File: src/rtl/regfile_dump_pkg.sv
// rtl/regfile_dump_pkg.sv - shared types and constants for the register file readback path
package regfile_dump_pkg;

    // Register file bus widths. The register file and the display use these same defaults.
    localparam int RF_DATA_W = 32;
    localparam int RF_ADDR_W = 4;
    localparam int RF_MODE_W = 5;

    // Blank pattern: every digit shows '8'.
    localparam logic [31:0] BLANK_WORD = 32'h8888_8888;
    // Index of the PC entry. It comes after R0..R15.
    localparam logic [4:0]  PC_IDX     = 5'd16;

    typedef enum logic [2:0] {
        ST_IDLE,
        ST_ADDR,
        ST_CAPTURE,
        ST_PRESENT,
        ST_DWELL,
        ST_DONE
    } state_e;

endpackage

File: src/rtl/regfile_dump_if.sv
// rtl/regfile_dump_if.sv - register file read port plus display valid/ready stream
// master: dump sequencer (drives R_Addr, M_out, out_data, out_valid)
// slave : register file + display sink (drives R_Data, R_Data_PC, out_ready)
interface regfile_dump_if
    import regfile_dump_pkg::*;
#(
    parameter int DATA_W = RF_DATA_W,
    parameter int ADDR_W = RF_ADDR_W,
    parameter int MODE_W = RF_MODE_W
);
    logic [ADDR_W-1:0] R_Addr;
    logic [MODE_W-1:0] M_out;
    logic [DATA_W-1:0] R_Data;
    logic [DATA_W-1:0] R_Data_PC;
    logic [DATA_W:0]   out_data;
    logic              out_valid;
    logic              out_ready;

    modport master (
        output R_Addr, M_out, out_data, out_valid,
        input  R_Data, R_Data_PC, out_ready
    );

    modport slave (
        input  R_Addr, M_out, out_data, out_valid,
        output R_Data, R_Data_PC, out_ready
    );
endinterface

File: src/rtl/regfile_dump_dwell_timer.sv
// rtl/regfile_dump_dwell_timer.sv - auto-advance dwell down-counter
// Ports: clk, Rst_n (async active-low), load (reload to HOLD_CYCLES-1),
//        en (decrement, saturates at zero), expired (count is zero).
module dwell_timer #(
    parameter int HOLD_CYCLES = 50000000
)(
    input  logic clk,
    input  logic Rst_n,
    input  logic load,
    input  logic en,
    output logic expired
);
    // At least one bit wide, so the counter still exists when HOLD_CYCLES == 1.
    localparam int CW = (HOLD_CYCLES > 1) ? $clog2(HOLD_CYCLES) : 1;
    localparam logic [CW-1:0] RELOAD = CW'(HOLD_CYCLES - 1);

    logic [CW-1:0] count_q, count_d;

    always_comb begin
        count_d = count_q;
        if (load) begin
            count_d = RELOAD;
        end else if (en && (count_q != '0)) begin
            count_d = count_q - CW'(1);
        end
    end

    always_ff @(posedge clk or negedge Rst_n) begin
        if (!Rst_n) count_q <= '0;
        else        count_q <= count_d;
    end

    assign expired = (count_q == '0);
endmodule

File: src/rtl/regfile_dump.sv
// rtl/regfile_dump.sv - walks R0..R15 then PC and streams each word to the display
// Ports: clk, Rst_n (async active-low), start/step pulses, auto_mode, M_in (mode latched at start),
//        bus (register file read port + out_data/out_valid/out_ready stream),
//        idx (0-15 = Rn, 16 = PC), busy, done.
module regfile_dump
    import regfile_dump_pkg::*;
#(
    parameter int DATA_W      = RF_DATA_W,
    parameter int ADDR_W      = RF_ADDR_W,
    parameter int MODE_W      = RF_MODE_W,
    parameter int HOLD_CYCLES = 50000000
)(
    input  logic              clk,
    input  logic              Rst_n,
    input  logic              start,
    input  logic              step,
    input  logic              auto_mode,
    input  logic [MODE_W-1:0] M_in,
    regfile_dump_if.master    bus,
    output logic [4:0]        idx,
    output logic              busy,
    output logic              done
);
    localparam logic [DATA_W-1:0] BLANK = DATA_W'(BLANK_WORD);

    state_e            state_q, state_d;
    logic [4:0]        idx_q, idx_d;
    logic [ADDR_W-1:0] r_addr_q, r_addr_d;
    logic [MODE_W-1:0] m_out_q, m_out_d;
    logic [DATA_W:0]   out_data_q, out_data_d;
    logic              out_valid_q, out_valid_d;
    logic              busy_q, busy_d;
    logic              done_q, done_d;

    logic       timer_load, timer_en, timer_expired;
    logic       advance;
    logic [4:0] idx_nxt;

    dwell_timer #(.HOLD_CYCLES(HOLD_CYCLES)) u_dwell_timer (
        .clk     (clk),
        .Rst_n   (Rst_n),
        .load    (timer_load),
        .en      (timer_en),
        .expired (timer_expired)
    );

    assign idx_nxt = idx_q + 5'd1;

    always_comb begin
        state_d     = state_q;
        idx_d       = idx_q;
        r_addr_d    = r_addr_q;
        m_out_d     = m_out_q;
        out_data_d  = out_data_q;
        out_valid_d = out_valid_q;
        busy_d      = busy_q;
        done_d      = done_q;
        timer_load  = 1'b0;
        timer_en    = 1'b0;
        advance     = 1'b0;

        case (state_q)
            ST_IDLE, ST_DONE: begin
                if (start) begin
                    state_d  = ST_ADDR;
                    m_out_d  = M_in;
                    idx_d    = 5'd0;
                    r_addr_d = '0;
                    busy_d   = 1'b1;
                    done_d   = 1'b0;
                end
            end
            // The address is already on R_Addr here. This cycle lets the combinational read settle.
            ST_ADDR: state_d = ST_CAPTURE;
            ST_CAPTURE: begin
                out_data_d  = {((idx_q == PC_IDX) ? bus.R_Data_PC : bus.R_Data), 1'b1};
                out_valid_d = 1'b1;
                state_d     = ST_PRESENT;
            end
            ST_PRESENT: begin
                if (out_valid_q && bus.out_ready) begin
                    out_valid_d = 1'b0;
                    timer_load  = 1'b1;
                    state_d     = ST_DWELL;
                end
            end
            ST_DWELL: begin
                // In manual mode the timer keeps its value, so a later switch back to auto resumes from it.
                timer_en = auto_mode;
                advance  = auto_mode ? timer_expired : step;
                if (advance) begin
                    if (idx_q == PC_IDX) begin
                        state_d    = ST_DONE;
                        busy_d     = 1'b0;
                        done_d     = 1'b1;
                        out_data_d = {BLANK, 1'b0};
                    end else begin
                        state_d  = ST_ADDR;
                        idx_d    = idx_nxt;
                        r_addr_d = (idx_nxt == PC_IDX) ? '0 : idx_nxt[ADDR_W-1:0];
                    end
                end
            end
            default: state_d = ST_IDLE;
        endcase
    end

    always_ff @(posedge clk or negedge Rst_n) begin
        if (!Rst_n) begin
            state_q     <= ST_IDLE;
            idx_q       <= 5'd0;
            r_addr_q    <= '0;
            m_out_q     <= '0;
            out_data_q  <= {BLANK, 1'b0};
            out_valid_q <= 1'b0;
            busy_q      <= 1'b0;
            done_q      <= 1'b0;
        end else begin
            state_q     <= state_d;
            idx_q       <= idx_d;
            r_addr_q    <= r_addr_d;
            m_out_q     <= m_out_d;
            out_data_q  <= out_data_d;
            out_valid_q <= out_valid_d;
            busy_q      <= busy_d;
            done_q      <= done_d;
        end
    end

    assign bus.R_Addr    = r_addr_q;
    assign bus.M_out     = m_out_q;
    assign bus.out_data  = out_data_q;
    assign bus.out_valid = out_valid_q;
    assign idx           = idx_q;
    assign busy          = busy_q;
    assign done          = done_q;
endmodule

File: src/flat_wrapper.sv
// flat-port wrapper written by rule: the top's interface ports become plain ports
module regfile_dump_flat import regfile_dump_pkg::*;
#(
    parameter int DATA_W      = RF_DATA_W,
    parameter int ADDR_W      = RF_ADDR_W,
    parameter int MODE_W      = RF_MODE_W,
    parameter int HOLD_CYCLES = 50000000
)
  (clk, Rst_n, start, step, auto_mode, M_in, idx, busy, done, bus_R_Addr, bus_M_out, bus_out_data, bus_out_valid, bus_R_Data, bus_R_Data_PC, bus_out_ready);
  regfile_dump_if #(.DATA_W(DATA_W), .ADDR_W(ADDR_W), .MODE_W(MODE_W)) bus_i ();
  input  logic clk;
  input  logic Rst_n;
  input  logic start;
  input  logic step;
  input  logic auto_mode;
  input  logic [MODE_W-1:0] M_in;
  output logic [4:0] idx;
  output logic busy;
  output logic done;
  output wire logic [$bits(bus_i.R_Addr)-1:0] bus_R_Addr;
  output wire logic [$bits(bus_i.M_out)-1:0] bus_M_out;
  output wire logic [$bits(bus_i.out_data)-1:0] bus_out_data;
  output wire logic [$bits(bus_i.out_valid)-1:0] bus_out_valid;
  input wire logic [$bits(bus_i.R_Data)-1:0] bus_R_Data;
  input wire logic [$bits(bus_i.R_Data_PC)-1:0] bus_R_Data_PC;
  input wire logic [$bits(bus_i.out_ready)-1:0] bus_out_ready;
  assign bus_R_Addr = bus_i.R_Addr;
  assign bus_M_out = bus_i.M_out;
  assign bus_out_data = bus_i.out_data;
  assign bus_out_valid = bus_i.out_valid;
  assign bus_i.R_Data = bus_R_Data;
  assign bus_i.R_Data_PC = bus_R_Data_PC;
  assign bus_i.out_ready = bus_out_ready;
  regfile_dump #(.DATA_W(DATA_W), .ADDR_W(ADDR_W), .MODE_W(MODE_W), .HOLD_CYCLES(HOLD_CYCLES)) u_core (.clk(clk), .Rst_n(Rst_n), .start(start), .step(step), .auto_mode(auto_mode), .M_in(M_in), .bus(bus_i), .idx(idx), .busy(busy), .done(done));
endmodule
File: config.mk
export PLATFORM = sky130hd
export DESIGN_NAME = regfile_dump_flat
export DESIGN_NICKNAME = d
export VERILOG_FILES = /design/src/rtl/regfile_dump_pkg.sv /design/src/rtl/regfile_dump_if.sv /design/src/rtl/regfile_dump_dwell_timer.sv /design/src/rtl/regfile_dump.sv /design/src/flat_wrapper.sv
export SDC_FILE = /design/constraint.sdc
export NUM_CORES = 1
export LEC_CHECK = 0
export ABC_CLOCK_PERIOD_IN_PS = 2800
export CORE_ASPECT_RATIO = 0.8
export CORE_MARGIN = 1.5
export CORE_UTILIZATION = 45
export DETAILED_ROUTE_END_ITERATION = 10
export GPL_TIMING_DRIVEN = 0
export PLACE_DENSITY = 0.74
export SYNTH_ARGS = -nofsm -noshare
export SYNTH_HDL_FRONTEND = slang
export SYNTH_SLANG_ARGS = --single-unit
File: constraint.sdc
create_clock -name clk -period 2.8 [get_ports clk]
set_input_delay 0.28 -clock clk [delete_from_list [all_inputs] [get_ports clk]]
set_output_delay 0.28 -clock clk [all_outputs]
set_load 0.02 [all_outputs]
# After elaboration in Yosys (flattened, before gate mapping)

Index checks and enable logic that the tools add are counted.

Bits in registers: 79
Memories kept: 0
Bits in latches: 0
Input port bits: 75
Memory bits (writable): 0
Memory bits (read-only): 0

Order comparisons: 0
Reduce and logical (&&, ||, !) cells: 16
Multiplexer cells: 34
$mul: 0
Divide/modulo/power cells: 0
$add $sub $neg: 2
Shift operators: 0
Equal/unequal tests: 12
Bitwise logic cells: 0

Operators with widths:

| cell                    | number |
|---|---|
| $mux W33                | 2 |
| $pmux W33 S2            | 1 |
| $mux W26                | 2 |
| $mux W32                | 1 |
| $logic_not A26 Y1       | 1 |
| $reduce_bool A26 Y1     | 1 |
| $sub A26 B1 Y26 const B | 1 |
| $mux W4                 | 4 |
| $mux W5                 | 3 |
| $pmux W3 S5             | 1 |
| $mux W3                 | 4 |
| $mux W1                 | 11 |
| $eq A5 B5 Y1 const B    | 2 |
| $pmux W5 S2             | 1 |
| $pmux W4 S2             | 1 |
| $reduce_and A4 Y1       | 2 |
| $reduce_bool A2 Y1      | 4 |
| $eq A3 B2 Y1 const B    | 2 |
| $eq A3 B3 Y1 const B    | 2 |
| $ne A2 B1 Y1 const B    | 3 |
| $pmux W1 S2             | 3 |
| $reduce_and A3 Y1       | 2 |
| $add A5 B1 Y5 const B   | 1 |
| $ne A2 B2 Y1 const B    | 2 |
| 5 further kinds         | 7 |

# Logic depth before layout (Yosys ltp)

Depth after elaboration: 6
Depth in mapped cells: 8
Mapped depth without buffers: 7

# Cells and area by module

From an unflattened synthesis, not the netlist that was laid out.

Cell total of the unflattened synthesis: 357
Area, all modules: 4031.4 sq um

By module, submodules not included:

| module       | cells each | area each (sq um) | instances | sequential area each (sq um) |
|---|---|---|---|---|
| regfile_dump | 209        | 2551.2            | 1         | 1311.3 |
| dwell_timer  | 148        | 1480.2            | 1         | 650.6 |

# Worst setup path after synthesis

No wires, ideal clock.

Path type: register to register
From: reg u_core.u_dwell_timer.count_q[0]
To: reg u_core.out_data_q[10] (netlist: u_core.bus.out_data[10])
Buffers on the path: 1
Clock period less this slack: 1.957 ns
Cell stages (with the launch flop): 9
Setup time: 0.130 ns
Arrival: 1.827 ns
Path slack: 0.843 ns
Path through: dfrtp_1 > inv_1 > ha_1 > nor4b_4 > nand4_4 > o211ai_2 > o21ai_1 > buf_2 > o2bb2ai_1

Cells in the longest elaborated chain, start to end: 4

RTL lines:

| what                               | line                           | text |
|---|---|---|
| from (decl)                        | regfile_dump_dwell_timer.sv:17 | `logic [CW-1:0] count_q, count_d;` |
| from (signal assigned)             | regfile_dump_dwell_timer.sv:30 | `else count_q <= count_d;` |
| $logic_not A26 Y1                  | regfile_dump_dwell_timer.sv:33 | `assign expired = (count_q == '0);` |
| $mux W1                            | regfile_dump.sv:90             | `advance = auto_mode ? timer_expired : step;` |
| $ne A2 B1 Y1 (no source line)      | n/a                            |  |
| $reduce_and A3 Y1 (no source line) | n/a                            |  |
| to (signal assigned)               | regfile_dump.sv:114            | `out_data_q <= {BLANK, 1'b0};` |
| to (signal assigned)               | regfile_dump.sv:123            | `out_data_q <= out_data_d;` |
| to (decl)                          | regfile_dump.sv:30             | `logic [DATA_W:0] out_data_q, out_data_d;` |

Every way passes these cells.
A chain may end at the register's enable or synchronous reset.

# Final worst setup path

From: reg u_core.u_dwell_timer.count_q[17]
To: reg u_core.out_data_q[19] (netlist: u_core.bus.out_data[19])

The elaborated chain is that of the path after synthesis.

==> results by group <==
Global routing
  – Vias in the first global route: 3148
  – Initial antenna violation count: 0
  – Largest net degree at the start of global routing: 65
  – Gr ovfl total: 0
  – All-Layer GR Usage: 0.212
  – First-pass GRT wire length: ~15000 um

Clock tree
  – Reg clk slew, reported paths: 0.08 ns
  – Htree depth: 3
  – Post-CTS Hold Buffers: 1
  – CTS resizes: 0
  – Clock Latency Late Sink: ~0.35 ns
  – Clock root cell: clkbuf_8
  – CTS buffer count: 9
  – Setup bufs post-CTS: 0
  – CTS tree: yes
  – Clk sinks: 77
  – Worst-case clock buffer depth: 2

Synth
  – Yosys top cell by area: dfrtp_1
  – Netlist Area Pre-Place: slightly below 4000 um^2
  – Mean Syn Cell Area: between 10 and 15 um^2
  – Post-synth EDFFs: 0
  – Syn Inst Count: 350
  – Post-Syn Nets: approximately 430
  – Post-synth top area share: 0.442
  – Area contributors post-synth: dfrtp_1, mux2i_1, o2bb2ai_1
  – Count of different cell masters after synthesis: 52
  – Post-synth ARST share: 1.00
  – Register area share after synthesis: 0.496
  – Yosys warning count: 0
  – Ys flop type: dfrtp_1
  – Seq cells post-synth: 77

Finish
  – Most common cell after layout, fill and taps aside: clkdlybuf4s50_1
  – Final Core Density: 0.655
  – Share of cells above drive strength 1: 0.114
  – Most frequent cells in the layout: clkdlybuf4s50_1, dfrtp_1, mux2i_1
  – Area delta synth->final: 41.6%
  – Antenna cell count: 0
  – Net count, final: roughly 570

Floorplan
  – Core Box Area: around 8400 um^2
  – Die Width: between 100 and 150 um
  – Boundary pin count: around 130
  – Starting density of the core: 0.463
  – Die area: 9250 um^2
  – Die extent in y: between 80 and 90 um
  – Row count: 30

Worst setup path
  – R2r setup slk: 0.47 ns
  – Crit Path Class: reg -> reg
  – Crit start category: register
  – R2r endpoint: u_core.bus.out_data[19]
  – Crit. End Element: register
  – FF-to-FF Start: u_core.u_dwell_timer.count_q[17]
  – Worst Path Required: ~3.0 ns
  – Cell count of the worst reg-to-reg path: 6
  – CP max FO: 10
  – Crit path DAT: between 2 and 3 ns

Placement
  – Buffers on Ports: roughly 120
  – Placer Congestion: about 0.77
  – Pre-CTS WS: roughly 0.5 ns
  – Detailed placement HPWL: 7170 um

Power
  – Worst VDD drop: roughly 560 uV
  – PD cells: about 830 nW/um^2
  – PnR Total Power: 4.59 mW
  – Leakage: 2.09 nW

STA
  – RSZ-0062 raised after global routing: false
  – Setup Viol. Count Final: 0
  – Fin crit share: 0.832
  – Fin. Hold Viols: 0
  – Max Fclk: approximately 0.43 GHz
  – Final min period: around 2.3 ns
  – Rel. slew slack: 0.598
  – Slew @ Worst Pin: 0.598 ns
  – Worst Slack Setup Final: approximately 0.47 ns
  – Hold Worst Slack: around 0.33 ns
  – Final Max Slew Viols: 0
  – Total Neg Setup Slack: 0 ns
  – Clk_skew: 0.00539 ns

Min path
  – HP Class: in -> async

Routing
  – Vias: roughly 3.3k
  – Routed vias/inst: 5.51
  – Number of remaining DRC errors: 0
  – Wire per inst: around 16 um
  – Initial DRC count: 147
  – DR pass1 iterations: 4
  – Antenna violation net count after detailed routing: 0
  – WL final: between 9000 and 10000 um

Flow run
  – Maxcap violations: 0

Outcome
  – Status: finished clean
==> sequential cells by signal, summed over array words and instances (netlist names), 3 cells and up <==
signal / cells
u_core.bus.out_data: 33
u_core.u_dwell_timer.count_q: 26
u_core.bus.M_out: 5
u_core.idx: 4
u_core.bus.R_Addr: 3
u_core.state_q: 3
==> cell usage after synthesis, types with 2 or more instances <==
| cell type | n |
|---|---|
| xnor2_1 | 3 |
| or4_1 | 10 |
| nand2b_1 | 4 |
| buf_2 | 7 |
| o31ai_1 | 6 |
| or2_2 | 4 |
| clkbuf_1 | 10 |
| o21ai_0 | 10 |
| or3_1 | 8 |
| nor3b_1 | 2 |
| ha_1 | 3 |
| nand3b_1 | 3 |
| and2_1 | 4 |
| buf_4 | 3 |
| nand4_1 | 7 |
| mux2i_1 | 37 |
| a31o_2 | 2 |
| nor3_1 | 7 |
| mux2_2 | 6 |
| nand2_1 | 17 |
| o211ai_1 | 5 |
| nor4_2 | 2 |
| a2bb2oi_1 | 8 |
| o21ai_1 | 3 |
| a21oi_1 | 5 |
| nor2_1 | 20 |
| inv_1 | 7 |
| xor2_1 | 7 |
| o211ai_2 | 2 |
| dfrtp_1 | 69 |
| o2bb2ai_1 | 26 |
| dfstp_2 | 8 |
| nand3_1 | 13 |
| o21a_1 | 4 |
==> report_power, final <==
group	total (mW)	internal [mW]	switching, mW
Sequential	1.69	1.48	0.203
Clock	0.874	0.466	0.408
Combinational	2.03	0.990	1.04
==> how the worst max path moves through the flow <==
stage / from / endpoint / slack (ns)
global route: u_core.u_dwell_timer.count_q[17] / u_core.bus.out_data[27] / 0.23
detailed placement: u_core.u_dwell_timer.count_q[0] / u_core.bus.out_data[22] / 0.49
finish: u_core.u_dwell_timer.count_q[17] / u_core.bus.out_data[19] / 0.47
CTS: u_core.u_dwell_timer.count_q[0] / u_core.bus.out_data[10] / 0.48
global placement: Rst_n / u_core.bus.out_data[1] / -1.22
floorplan: u_core.u_dwell_timer.count_q[0] / u_core.bus.out_data[10] / 0.84
==> layout make-up <==
| type | count | area, um^2 |
|---|---|---|
| clock inverter | 4 | 55.1 |
| inverter | 7 | 26.3 |
| fill | 688 | 2910 |
| timing repair buffer | 126 | 1280 |
| tap | 112 | 140 |
| multi-input combinational | 246 | 1850 |
| sequential | 77 | 1940 |
| clock buffer | 12 | 155 |
| buffer | 20 | 95.1 |
==> metrics by stage <==
stage                     std cells  instance area (um^2)
after floorplan                 350                  3910
after global placement          586                  5290
after detailed placement        587                  5310
after CTS                       604                  5530
after global routing            604                  5530
final                           604                  5530
==> worst max-delay path, stage by stage (launching register included) <==
cell and delay (ns):
dfrtp_1 0.41, nor4_2 0.59, nand4_1 0.27, o211ai_2 0.30, o21ai_1 0.23, buf_2 0.26
o2bb2ai_1 0.14
==> logic make-up after synthesis <==
kind of cell | count (synthesis) | synth area share
AOI/OAI and AO/OA | 78 | 0.153
xor gates and xnor gates | 10 | 0.0224
adders and majority gates | 3 | 0.00961
buffers and inverters | 27 | 0.0311
DFF | 77 | 0.496
muxes | 43 | 0.112
and+or+nand+nor | 112 | 0.176
==> layer usage <==
layer | GRT usage | part of all wire | vias to the layer above
met4 | 0.0521 | 0.013 | 0
li1 | - | - | 1591
met5 | 0 | 0 | -
met2 | 0.315 | 0.45 | 95
met3 | 0.0639 | 0.057 | 10
met1 | 0.306 | 0.48 | 1635
(Power assumes the default switching activity.)
